`src/rtl/vga_pkg.sv`:
```
// ============================================================================
// vga_pkg
// Default 640x480@60 timing constants, colour type and bar-colour helper.
// Revision: 1.0
// ============================================================================
`default_nettype none

package vga_pkg;

    localparam int VGA_H_ACTIVE = 640;
    localparam int VGA_H_FP     = 16;
    localparam int VGA_H_SYNC   = 96;
    localparam int VGA_H_BP     = 48;
    localparam int VGA_V_ACTIVE = 480;
    localparam int VGA_V_FP     = 10;
    localparam int VGA_V_SYNC   = 2;
    localparam int VGA_V_BP     = 33;

    localparam int VGA_H_TOTAL  = VGA_H_ACTIVE + VGA_H_FP + VGA_H_SYNC + VGA_H_BP;
    localparam int VGA_V_TOTAL  = VGA_V_ACTIVE + VGA_V_FP + VGA_V_SYNC + VGA_V_BP;

    typedef logic [11:0] rgb12_t;

    function automatic rgb12_t bar_colour(input logic [2:0] idx);
        return {{4{idx[2]}}, {4{idx[1]}}, {4{idx[0]}}};
    endfunction

endpackage

`default_nettype wire

```
`src/rtl/vga_delay_line.sv`:
```
// ============================================================================
// vga_delay_line
// WIDTH x DEPTH shift register, async active-low clear to RST_VAL; DEPTH=0 passes through.
// Revision: 1.0
// ============================================================================
`default_nettype none

module vga_delay_line #(
    parameter int               WIDTH   = 1,
    parameter int               DEPTH   = 1,
    parameter logic [WIDTH-1:0] RST_VAL = '0
) (
    input  logic             clk,
    input  logic             rst,
    input  logic [WIDTH-1:0] d,
    output logic [WIDTH-1:0] q
);

    generate
        if (DEPTH == 0) begin : g_pass
            logic w_unused_ctrl;
            assign w_unused_ctrl = clk ^ rst;
            assign q = d;
        end else begin : g_pipe
            logic [WIDTH-1:0] r_stage [DEPTH];

            always_ff @(posedge clk or negedge rst) begin
                if (!rst) begin
                    for (int i = 0; i < DEPTH; i++) r_stage[i] <= RST_VAL;
                end else begin
                    r_stage[0] <= d;
                    for (int i = 1; i < DEPTH; i++) r_stage[i] <= r_stage[i-1];
                end
            end

            assign q = r_stage[DEPTH-1];
        end
    endgenerate

endmodule

`default_nettype wire

```
`src/rtl/vga_scan_ctrl.sv`:
```
// ============================================================================
// vga_scan_ctrl
// VGA scan counters, coordinate publish, latency-matched blanking and sync.
// Build option VGA_SCAN_TESTPAT_EN: replace Din by an 8-bar colour pattern.
// Revision: 1.0
// ============================================================================
`default_nettype none

module vga_scan_ctrl
    import vga_pkg::*;
#(
    parameter int H_ACTIVE = VGA_H_ACTIVE,
    parameter int H_FP     = VGA_H_FP,
    parameter int H_SYNC   = VGA_H_SYNC,
    parameter int H_BP     = VGA_H_BP,
    parameter int V_ACTIVE = VGA_V_ACTIVE,
    parameter int V_FP     = VGA_V_FP,
    parameter int V_SYNC   = VGA_V_SYNC,
    parameter int V_BP     = VGA_V_BP,
    parameter int LATENCY  = 2
) (
    input  logic        clk,
    input  logic        rst,
    input  logic [11:0] Din,
    output logic [9:0]  x,
    output logic [9:0]  y,
    output logic        EN,
    output logic        frame_start,
    output logic [11:0] rgb,
    output logic        hsync,
    output logic        vsync
);

    localparam int H_TOTAL = H_ACTIVE + H_FP + H_SYNC + H_BP;
    localparam int V_TOTAL = V_ACTIVE + V_FP + V_SYNC + V_BP;

    // 11-bit compare constants so a total of exactly 1024 stays representable
    localparam logic [10:0] c_h_last  = 11'(H_TOTAL - 1);
    localparam logic [10:0] c_v_last  = 11'(V_TOTAL - 1);
    localparam logic [10:0] c_h_act   = 11'(H_ACTIVE);
    localparam logic [10:0] c_v_act   = 11'(V_ACTIVE);
    localparam logic [10:0] c_hs_beg  = 11'(H_ACTIVE + H_FP);
    localparam logic [10:0] c_hs_end  = 11'(H_ACTIVE + H_FP + H_SYNC);
    localparam logic [10:0] c_vs_beg  = 11'(V_ACTIVE + V_FP);
    localparam logic [10:0] c_vs_end  = 11'(V_ACTIVE + V_FP + V_SYNC);

    logic [9:0]  r_h_cnt;
    logic [9:0]  r_v_cnt;
    logic [10:0] w_h;
    logic [10:0] w_v;
    logic        w_act;
    logic        w_hs_n;
    logic        w_vs_n;
    logic [2:0]  w_flag_dly;
    rgb12_t      w_colour;

    always_ff @(posedge clk or negedge rst) begin
        if (!rst) begin
            r_h_cnt <= '0;
            r_v_cnt <= '0;
        end else if ({1'b0, r_h_cnt} == c_h_last) begin
            r_h_cnt <= '0;
            r_v_cnt <= ({1'b0, r_v_cnt} == c_v_last) ? '0 : r_v_cnt + 10'd1;
        end else begin
            r_h_cnt <= r_h_cnt + 10'd1;
        end
    end

    assign w_h    = {1'b0, r_h_cnt};
    assign w_v    = {1'b0, r_v_cnt};
    assign w_act  = (w_h < c_h_act) && (w_v < c_v_act);
    assign w_hs_n = !((w_h >= c_hs_beg) && (w_h < c_hs_end));
    assign w_vs_n = !((w_v >= c_vs_beg) && (w_v < c_vs_end));

    assign x           = r_h_cnt;
    assign y           = r_v_cnt;
    assign EN          = w_act;
    assign frame_start = (r_h_cnt == 10'd0) && (r_v_cnt == 10'd0);

    // Flags travel alongside the compositor pipeline so they line up with Din
    vga_delay_line #(
        .WIDTH   (3),
        .DEPTH   (LATENCY),
        .RST_VAL (3'b011)
    ) u_flag_dly (
        .clk (clk),
        .rst (rst),
        .d   ({w_act, w_hs_n, w_vs_n}),
        .q   (w_flag_dly)
    );

`ifdef VGA_SCAN_TESTPAT_EN
    logic [2:0] w_bar_idx;
    logic       w_unused_din;

    vga_delay_line #(
        .WIDTH   (3),
        .DEPTH   (LATENCY),
        .RST_VAL (3'b000)
    ) u_bar_dly (
        .clk (clk),
        .rst (rst),
        .d   (r_h_cnt[9:7]),
        .q   (w_bar_idx)
    );

    assign w_unused_din = ^Din;
    assign w_colour     = bar_colour(w_bar_idx);
`else
    assign w_colour = Din;
`endif

    always_ff @(posedge clk or negedge rst) begin
        if (!rst) begin
            rgb   <= '0;
            hsync <= 1'b1;
            vsync <= 1'b1;
        end else begin
            rgb   <= w_flag_dly[2] ? w_colour : 12'h000;
            hsync <= w_flag_dly[1];
            vsync <= w_flag_dly[0];
        end
    end

endmodule

`default_nettype wire

```
`config.mk`:
```
export PLATFORM = sky130hd
export DESIGN_NAME = vga_scan_ctrl
export DESIGN_NICKNAME = d
export VERILOG_FILES = /design/src/rtl/vga_pkg.sv /design/src/rtl/vga_delay_line.sv /design/src/rtl/vga_scan_ctrl.sv
export SDC_FILE = /design/constraint.sdc
export NUM_CORES = 1
export LEC_CHECK = 0
export ABC_AREA = 1
export BUFFER_PORTS_ARGS = -buffer_cell sky130_fd_sc_hd__buf_2
export CAP_MARGIN = 40
export CORE_MARGIN = 5
export CORE_UTILIZATION = 51
export CTS_CLUSTER_SIZE = 8
export DETAILED_ROUTE_END_ITERATION = 7
export GPL_ROUTABILITY_DRIVEN = 0
export GPL_TIMING_DRIVEN = 0
export HOLD_SLACK_MARGIN = 0.02
export PLACE_DENSITY = 0.78
export SLEW_MARGIN = 25
export SYNTH_ARGS = -nofsm -noshare
export SYNTH_HDL_FRONTEND = slang
export SYNTH_SLANG_ARGS = --single-unit
```
`constraint.sdc`:
```
create_clock -name clk -period 1.87 [get_ports clk]
set_clock_uncertainty 0.1 [all_clocks]
set_input_delay 0.2805 -clock clk [delete_from_list [all_inputs] [get_ports clk]]
set_output_delay 0.2805 -clock clk [all_outputs]
set_load 0.005 [all_outputs]
```
==> summary.txt <==
Run status
  – Outcome: completed

Route
  – Total number of vias: 1,645
  – Starting DRT DRC Count: 55
  – Final WL: 4300 um
  – Post-route ant nets: 0
  – Remaining routing DRC violations: 0
  – Routed wire per std cell: around 13 um
  – DRT Pass-1 Iters: 4
  – Via/cell ratio: 4.80

Yosys
  – Yosys warnings: 0
  – Ys async rst share: 1.00
  – Synth Area in XOR/XNOR: 0.0287
  – Post-synth EDFFs: 0
  – Largest area contributor in the netlist: dfrtp_1
  – Mapped Area: 1830 sq um
  – Largest family of logic cells by synthesized area: simple AND/OR/NAND/NOR gates
  – Top post-synthesis cells by area: dfrtp_1 46%, nand2_1 11%, dfstp_2 8.6%
  – Yosys reg bits: 40
  – Top cell type's share of synthesized area: 0.465
  – Mapped Cells: 213
  – Post-synthesis mux area share: 0
  – Syn_nets: 231
  – Primary FF master, synth: dfrtp_1
  – Sequential element share of the synthesized area: 0.551
  – Simple-gate share of the synthesized area: 0.265
  – Mapped Avg Cell Area: 8.59 sq um
  – Cell variety after synth: 26
  – Top-count cell post-synth: nand2_1
  – Synth Area in Adders: 0.0273
  – Post-synthesis compound-gate area fraction: 0.0390
  – Top cells by count, synth: 54 x nand2_1, 39 x inv_1, 34 x dfrtp_1, 24 x nor2_1, 10 x nand3_1

Power
  – Static Leak: 0.00139 uW
  – Power per cell area: 610 nW/um^2
  – Total power: 1540 uW
  – Worst vdd rail ir drop: 0.375 mV

Place
  – Dpl hpwl: 2800 um
  – IO buf count: between 40 and 50

CTS
  – Reg clk slew, reported paths: 0.13 ns
  – Worst-Skew Late Latency: 0.36 ns
  – CTS tree: done
  – Total CTS buffers: 5
  – H-tree depth: 2
  – CTS Root Cell: clkbuf_4
  – CTS Sinks: 40
  – Max Buffers Root-to-Sink: 2

Global route
  – First-pass GRT wire length: about 7000 um
  – GR peak layer: met2
  – Initial antenna violation count: 0
  – Met3 Track Usage GR: 0.0445
  – GRT Resource Usage Total: 0.177
  – Vias in the first global route: 1,497
  – Grt ovf: 0
  – Largest net degree at the start of global routing: 28
  – GR Layer Usage met1: 0.238
  – Global Route met2 Usage: 0.276

Critical path
  – Critical Path Fanout Max: 5
  – R2R Path Start: x[1]
  – CP required: 1.49 ns
  – WP data arrival: 1.47 ns
  – WS Path Type: reg2out
  – FF-to-FF End: y[9]
  – Reg2Reg Setup Slack: roughly 0.29 ns
  – Setup crit start kind: register
  – Worst-case reg-to-reg path depth: 9
  – Crit end category: primary output
  – CP startpoint: y[7]

Cells and area
  – Fillers: 247
  – Antenna cells: 0
  – Nets: ~310
  – Layout area overhead: 38.1%
  – Post-layout util: 0.740
  – Share of cells above drive strength 1: 0.357

Die
  – Die height: 69.9 um
  – Die Area: 4890 sq um
  – DIE WIDTH: 69.9 um
  – Ports: 50
  – Initial Utilization: 0.536
  – Core Rows: 21
  – Core Region: 3420 sq um

Run
  – Max Cap Viol: 0

STA
  – Final setup vio count: 0
  – Final Hold Vio Count: 0
  – Period utilization: 0.992
  – Max-slew headroom: 0.734
  – Highest clock rate: 539 MHz
  – Tmin final: 1.85 ns
  – Max-slew violation count: 0
  – Tightest Pin Transition: 0.398 ns
  – RSZ-0062 raised after global routing: yes

Hold path
  – Hold Crit Class: in2async
[sequential cells by signal, indices dropped and copies added (netlist names)]
register / cells
x: 10
vsync: 1
hsync: 1
u_flag_dly.q: 3
y: 10
u_flag_dly.g_pipe.r_stage: 3
rgb: 12
[timing repair]
action / in CTS / in global routing
resized for setup: 13 / 9
hold buffers: 13 / 0
buffers inserted: 8 / 5
pin swaps: 5 / 5
gates cloned: 0 / 0
hold endpoints to repair: 44 / 0
endpoints found under the setup margin: 2 / 2
[worst max-delay path by stage]
stage	to	slack (ns)	cells after the start
finish	EN	0.02	4
floorplan	frame_start	0.47	6
global route	frame_start	-0.08	7
global placement	frame_start	0.29	7
detailed placement	EN	0.24	4
CTS	frame_start	-0.03	7
[metrics by stage]
stage	worst slack (ns)	cell area (sq um)	setup TNS [ns]	instances	hold slack, ns
global route	-0.0831	2530	-0.138	343	0.272
CTS	-0.0255	2470	-0.0255	338	0.239
finish	0.0155	2530	0	343	0.252
detailed placement	0.240	2150	0	309	0.101
floorplan	0.468	1830	0	213	-0.115
global placement	0.294	2130	0	308	0.232
[critical path: stages (launching register included)]
cell     delay, ns
dfrtp_2       0.46
nand4_1       0.14
inv_2         0.07
nor4_4        0.28
buf_2         0.16
[metal layers]
metal  up-vias  routed length (um)
met5         -                   0
met4         0                  45
met3         6                 262
met2        56                1990
met1       764                2010
li1        819                   -
[cell usage in the layout, fill, tap and decap left out, types with 2 or more instances in the layout]
cell / n
nand3b_1: 4
nand3_2: 3
nand4_1: 3
nor2_1: 23
nor4_2: 2
dlygate4sd3_1: 13
inv_1: 34
o21ai_0: 5
dfrtp_1: 28
buf_2: 50
dfrtp_2: 6
nor2_2: 3
dfstp_2: 6
ha_1: 3
xor2_1: 6
a21oi_1: 4
nand2_1: 53
buf_4: 13
inv_2: 7
clkbuf_4: 5
nand3_1: 9
[cell families after synthesis]
kind of cell	after synthesis
AND/OR/NAND/NOR	107
flip-flops	40
XOR/XNOR	6
AO/OA/AOI/OAI	13
adder cells (fa/ha/maj)	4
buffers and inverters	43
[power breakdown]
| part | internal (uW) | leakage [uW] | total, uW | switching [uW] |
|---|---|---|---|---|
| clock network | 279 | 0.0000412 | 580 | 301 |
| logic | 44.5 | 0.000870 | 82.4 | 37.8 |
| registers | 878 | 0.000475 | 881 | 2.92 |
[final cells by class]
cell class                 instances  area, sq um  share of cell area
clock buffer                       5         37.5              0.0148
buffer                             2         8.76             0.00346
inverter                          41          154              0.0609
tap                               46         57.6              0.0228
multi-input combinational        130          719               0.285
timing repair buffer              76          493               0.195
sequential                        40         1020               0.402
clock inverter                     3         42.5              0.0168
(Power assumes the default switching activity.)
